`src/rtl/multiword_add_seq_pkg.sv`:
```
// Shared types and helpers for the slice-sequenced multiword adder.
// State encoding matches the datapath-wide FSM numbering (IDLE=0, RUN=1, DONE=2).
package multiword_add_seq_pkg;

    typedef enum logic [1:0] {
        ST_IDLE = 2'd0,
        ST_RUN  = 2'd1,
        ST_DONE = 2'd2
    } state_t;

    // Slice counter width; kept at least one bit so WORDS=1 still has a legal register.
    function automatic int cnt_width(input int words);
        return (words <= 2) ? 1 : $clog2(words);
    endfunction

endpackage

```
`src/rtl/multiword_add_seq_adder.sv`:
```
// N-bit ripple-carry adder slice with carry-in/out and N/C/V flags of its own top bit.
// The carry into the MSB is kept so overflow can be formed as carry[N] ^ carry[N-1].
module multiword_add_seq_adder #(
    parameter int N = 8
) (
    input  logic [N-1:0] a_i,
    input  logic [N-1:0] b_i,
    input  logic         cin_i,
    output logic [N-1:0] sum_o,
    output logic         cout_o,
    output logic         flag_n_o,
    output logic         flag_c_o,
    output logic         flag_v_o
);

    logic carry;
    logic carry_msb;

    always_comb begin
        carry     = cin_i;
        carry_msb = 1'b0;
        sum_o     = '0;
        for (int i = 0; i < N; i++) begin
            if (i == N - 1) carry_msb = carry;
            sum_o[i] = a_i[i] ^ b_i[i] ^ carry;
            carry    = (a_i[i] & b_i[i]) | (carry & (a_i[i] ^ b_i[i]));
        end
    end

    assign cout_o   = carry;
    assign flag_n_o = sum_o[N-1];
    assign flag_c_o = carry;
    assign flag_v_o = carry ^ carry_msb;

endmodule

```
`src/rtl/multiword_add_seq.sv`:
```
// Adds/subtracts WORDS*SLICE_W-bit operands through one shared SLICE_W-bit adder,
// LS slice first, carry chained through a register; result and N/Z/C/V over valid/ready.
module multiword_add_seq
    import multiword_add_seq_pkg::*;
#(
    parameter int SLICE_W = 8,
    parameter int WORDS   = 4
) (
    input  logic                       clk,
    input  logic                       rst_n,
    input  logic                       in_valid,
    output logic                       in_ready,
    input  logic [SLICE_W*WORDS-1:0]   a,
    input  logic [SLICE_W*WORDS-1:0]   b,
    input  logic                       sub,
    output logic                       out_valid,
    input  logic                       out_ready,
    output logic [SLICE_W*WORDS-1:0]   sum,
    output logic                       flag_n,
    output logic                       flag_z,
    output logic                       flag_c,
    output logic                       flag_v
);

    localparam int W  = SLICE_W * WORDS;
    localparam int CW = cnt_width(WORDS);
    localparam logic [CW-1:0] LAST = CW'(WORDS - 1);

    state_t          state_q;
    logic [W-1:0]    opa_q, opb_q, res_q, res_d, sum_q;
    logic [CW-1:0]   cnt_q;
    logic            carry_q, zacc_q;
    logic            in_ready_q, out_valid_q;
    logic            n_q, z_q, c_q, v_q;

    logic [SLICE_W-1:0] opa_w [WORDS];
    logic [SLICE_W-1:0] opb_w [WORDS];
    logic [SLICE_W-1:0] slice_sum;
    logic               slice_cout, slice_n, slice_c, slice_v;
    logic               slice_zero;

    for (genvar i = 0; i < WORDS; i++) begin : g_slice
        assign opa_w[i] = opa_q[i*SLICE_W +: SLICE_W];
        assign opb_w[i] = opb_q[i*SLICE_W +: SLICE_W];
    end

    multiword_add_seq_adder #(.N(SLICE_W)) u_slice (
        .a_i      (opa_w[cnt_q]),
        .b_i      (opb_w[cnt_q]),
        .cin_i    (carry_q),
        .sum_o    (slice_sum),
        .cout_o   (slice_cout),
        .flag_n_o (slice_n),
        .flag_c_o (slice_c),
        .flag_v_o (slice_v)
    );

    assign slice_zero = (slice_sum == '0);

    // New slice enters at the top; after WORDS shifts the LS slice sits at bit 0.
    if (WORDS == 1) begin : g_res_one
        assign res_d = slice_sum;
    end else begin : g_res_multi
        assign res_d = {slice_sum, res_q[W-1:SLICE_W]};
    end

    always_ff @(posedge clk or negedge rst_n) begin
        if (!rst_n) begin
            state_q     <= ST_IDLE;
            opa_q       <= '0;
            opb_q       <= '0;
            res_q       <= '0;
            sum_q       <= '0;
            cnt_q       <= '0;
            carry_q     <= 1'b0;
            zacc_q      <= 1'b1;
            in_ready_q  <= 1'b1;
            out_valid_q <= 1'b0;
            n_q         <= 1'b0;
            z_q         <= 1'b0;
            c_q         <= 1'b0;
            v_q         <= 1'b0;
        end else begin
            case (state_q)
                ST_IDLE: begin
                    if (in_valid) begin
                        opa_q      <= a;
                        opb_q      <= b ^ {W{sub}};
                        carry_q    <= sub;
                        cnt_q      <= '0;
                        zacc_q     <= 1'b1;
                        in_ready_q <= 1'b0;
                        state_q    <= ST_RUN;
                    end
                end
                ST_RUN: begin
                    res_q   <= res_d;
                    carry_q <= slice_cout;
                    zacc_q  <= zacc_q & slice_zero;
                    cnt_q   <= cnt_q + 1'b1;
                    if (cnt_q == LAST) begin
                        cnt_q       <= '0;
                        sum_q       <= res_d;
                        n_q         <= slice_n;
                        z_q         <= zacc_q & slice_zero;
                        c_q         <= slice_c;
                        v_q         <= slice_v;
                        out_valid_q <= 1'b1;
                        state_q     <= ST_DONE;
                    end
                end
                ST_DONE: begin
                    if (out_ready) begin
                        out_valid_q <= 1'b0;
                        in_ready_q  <= 1'b1;
                        state_q     <= ST_IDLE;
                    end
                end
                default: begin
                    out_valid_q <= 1'b0;
                    in_ready_q  <= 1'b1;
                    state_q     <= ST_IDLE;
                end
            endcase
        end
    end

    assign in_ready  = in_ready_q;
    assign out_valid = out_valid_q;
    assign sum       = sum_q;
    assign flag_n    = n_q;
    assign flag_z    = z_q;
    assign flag_c    = c_q;
    assign flag_v    = v_q;

endmodule
```
`config.mk`:
```
export PLATFORM = sky130hd
export DESIGN_NAME = multiword_add_seq
export DESIGN_NICKNAME = d
export VERILOG_FILES = /design/src/rtl/multiword_add_seq_pkg.sv /design/src/rtl/multiword_add_seq_adder.sv /design/src/rtl/multiword_add_seq.sv
export SDC_FILE = /design/constraint.sdc
export NUM_CORES = 1
export LEC_CHECK = 0
export CAP_MARGIN = 30
export CORE_MARGIN = 2
export CORE_UTILIZATION = 50
export DETAILED_ROUTE_END_ITERATION = 12
export PLACE_DENSITY = 0.74
export RECOVER_POWER = 25
export SLEW_MARGIN = 20
export SYNTH_ARGS = -nofsm -noshare
export SYNTH_HDL_FRONTEND = slang
export SYNTH_HIERARCHICAL = 1
export SYNTH_SLANG_ARGS = --single-unit
```
`constraint.sdc`:
```
create_clock -name clk -period 5.93 [get_ports clk]
set_input_delay 1.186 -clock clk [delete_from_list [all_inputs] [get_ports clk]]
set_output_delay 1.186 -clock clk [all_outputs]
set_load 0.05 [all_outputs]
```
==> summary.md <==
| Metric | Value |
|---|---|
| CTS tree | `done` |
| CP cell instances | `mux4_2 > fa_1 > inv_1 > fa_1 > inv_1 > fa_1 > fa_1 > fa_1 > fa_1 > fa_1 > inv_1 > fa_1 > inv_1 > nor4_1 > nand4b_1 > o21ai_0` |
| Internal power | `3.024 mW` |
| Setup violators final | `0` |
| Die area | `12850 um2` |
| Final worst path period need | `5.173 ns` |
| Share of layout cells above drive strength 1 | `20.24%` |
| Setup bufs post-CTS | `0` |
| Vias per Instance | `5.187` |
| Num ports | `107` |
| Crit. End Element | `flop` |
| Yosys reg bits | `132` |
| Synthesized area | `5979 um2` |
| H-tree levels | `4` |
| CP startpoint kind | `flop` |
| Clk root buf | `clkbuf_16` |
| Hold WS | `0.4758 ns` |
| Area taken by multi-input logic gates | `2392 um2` |
| Vias in the first global route | `4006` |
| Hold Crit Class | `reg -> reg` |
| Starting Density | `51.70%` |
| Worst slew margin | `-177.4%` |
| Post-synth top flop | `dfrtp_1` |
| Worst EP required | `6.19 ns` |
| First-pass GRT wire length | `20260 um` |
| Peak supply drop | `0.3544 mV` |
| CTS sink cnt | `132` |
| R2R Setup Slk | `0.76 ns` |
| Outcome | `complete, but fails checks` |
| DR pass1 iterations | `4` |
| ANT cells | `0` |
| Post-synth top cells | `130 x dfrtp_1, 76 x nand2_1, 40 x mux2_2` |
| Initial antenna violation count | `0` |
| Routed length per instance | `16.87 um` |
| Part of the power in the clock network | `19.3%` |
| P per Cell Area | `668.7 nW/um2` |
| Violations in the final reports | `capacitance limit, slew limit` |
| Flop pwr share | `32.6%` |
| Critical path peak fanout | `12` |
| Final period utilization | `87.23%` |
| Fin nets | `643` |
| Worst setup path class | `reg -> reg` |
| Switch Pwr | `2.060 mW` |
| Syn Nets | `544` |
| Clock Latency Late Sink | `0.41 ns` |
| Yosys top cell area share | `54.40%` |
| Final hold vios | `0` |
| Hold buffers post-CTS | `0` |
| Clock slew at reported path FFs | `0.06 ns` |
| Max Cap Viol | `1` |
| Max Clk Rate | `193.3 MHz` |
| Placeable Area | `11560 um2` |
| Port Buffers | `106` |
| Post-synthesis cell count | `466` |
| TritonCTS buffer count | `17` |
| # rows | `39` |
| Total wire length | `12160 um` |
| YS warnings | `6` |
| Post-cts gate resize count | `0` |
| Synth cell types | `29` |
| Post-route ant nets | `0` |
| Slowest stage cell, crit path | `dfrtp_1` |
| Die height | `113.4 um` |
| Critical path arrival | `5.44 ns` |
| Max Root-Sink Buffers | `2` |
| Sw frac | `40.52%` |
| Unrepaired setup endpoints after global routing | `false` |
| Leakage | `3.324 nW` |
| Sequential area share after synthesis | `55.28%` |
| Detailed-route via count | `3740` |
| Syn avg cell area | `12.83 um2` |
| Critical path's most frequent cell | `fa_1` |
| Count leader, synth | `dfrtp_1` |
| Post-route DRC | `0` |
| RD Place Congestion | `0.8247` |
| Clock Skews | `0.007398 ns` |
| Final setup TNS | `0 ns` |
| Combinational power share | `48.1%` |
| Sequential cell area | `3306 um2` |
| Die width | `113.4 um` |
| Starting DRT DRC Count | `254` |
| Synth-to-layout area growth | `27.14%` |
| Final Max Slew Viols | `80` |
| Total track usage | `20.14%` |
| Ys async rst share | `100.0%` |
| Final HPWL DP | `8292 um` |
| Least-Margin Pin Slew | `4.161 ns` |
| Post-synth top area cell | `dfrtp_1` |
| Fillcell total | `902` |
| Largest net degree at the start of global routing | `99` |
| CP peak stage delay | `0.76 ns` |
| EDFF count, synth | `0` |
| Remaining Overflow, GRT | `0` |
| Largest cells by area after synthesis | `dfrtp_1 54%, mux2_2 7.5%, mux4_2 6.0%` |
[layout make-up]
cell class,instances,area share [%]
Multi-Input combinational cell,291,31.47
Clock buffer,18,5.645
Sequential cell,132,43.48
Tap cell,143,2.354
Clock inverter,14,1.695
Timing Repair Buffer,113,14.86
Inverter,10,0.4937
[layer usage]
metal	vias to the layer above	part of all wire, %	track usage, %
met5	-	0	0
met4	0	1.4	6.260
met3	12	4.6	5.356
met2	101	48	32.34
met1	1862	46	27.13
li1	1765	-	-
[cell usage in the layout, fill, tap and decap left out, types with 4 or more instances in the layout]
master	n
o21ai_0	4
mux4_2	16
buf_4	4
mux2_2	40
nand2_1	76
xnor2_1	33
fa_1	8
clkbuf_16	17
mux2_4	17
nor2_1	35
a21oi_1	35
inv_1	10
clkinv_4	4
clkdlybuf4s50_1	104
dfrtp_1	130
mux2_1	10
[through the flow]
stage | utilization (%) | worst slack [ns] | area, um2 | power (mW) | cells
finish | 65.74 | 0.7573 | 7602 | 5.084 | 721
global route | 65.74 | 0.4073 | 7602 | 5.415 | 721
CTS | 65.56 | 0.7541 | 7582 | 5.109 | 720
detailed placement | 60.74 | 0.8127 | 7024 | 4.099 | 688
global placement | 60.54 | 0.9234 | 7002 | 3.987 | 686
floorplan | - | 1.180 | 5979 | 3.444 | 466
[power by group through the flow]
| stage | Combinational [mW] | Clock (mW) | Sequential, mW |
|---|---|---|---|
| after floorplan | 1.50 | 0 | 1.94 |
| after global placement | 2.34 | 0 | 1.64 |
| after detailed placement | 2.43 | 0 | 1.67 |
| after CTS | 2.45 | 1.00 | 1.66 |
| after global routing | 2.66 | 1.05 | 1.71 |
| final | 2.44 | 0.984 | 1.66 |
[final timing paths]
path | end | cells past startpoint | from
worst max-delay path | flag_z | 16 | cnt_q[0]
worst min register to register | res_q[9] | 2 | res_q[9]
max in group asynchronous | res_q[9] | 1 | rst_n
worst max register to register | flag_z | 16 | cnt_q[0]
min in group asynchronous | sum[12] | 1 | rst_n
worst min-delay path | res_q[9] | 2 | res_q[9]
[cell families (layout without fill, tap and decap cells)]
| family | count (synthesis) | in the layout | share of synthesized area, % |
|---|---|---|---|
| muxes | 83 | 83 | 19.71 |
| xor gates and xnor gates | 33 | 33 | 4.834 |
| AOI/OAI and AO/OA | 45 | 45 | 4.060 |
| and+or+nand+nor | 121 | 121 | 8.370 |
| buffers and inverters | 43 | 155 | 4.855 |
| DFF | 132 | 132 | 55.28 |
| adders and majority gates | 9 | 9 | 2.888 |
[critical path: cells and delay by family, from the launching register on]
| kind | cells | cell delay (ns) |
|---|---|---|
| flip-flops | 1 | 0.76 |
| multiplexers | 1 | 0.62 |
| AND/OR/NAND/NOR | 2 | 0.18 |
| buffers and inverters | 4 | 0.35 |
| adder cells (fa/ha/maj) | 8 | 3.02 |
| AO/OA/AOI/OAI | 1 | 0.08 |
[registers in the layout, summed over array words and instances (netlist names)]
signal     cells
carry_q        1
cnt_q          2
flag_c         1
flag_n         1
flag_v         1
flag_z         1
in_ready       1
opa_q         32
opb_q         32
out_valid      1
res_q         24
state_q        2
sum           32
zacc_q         1
Note: power is estimated with default switching activity, not from simulation.
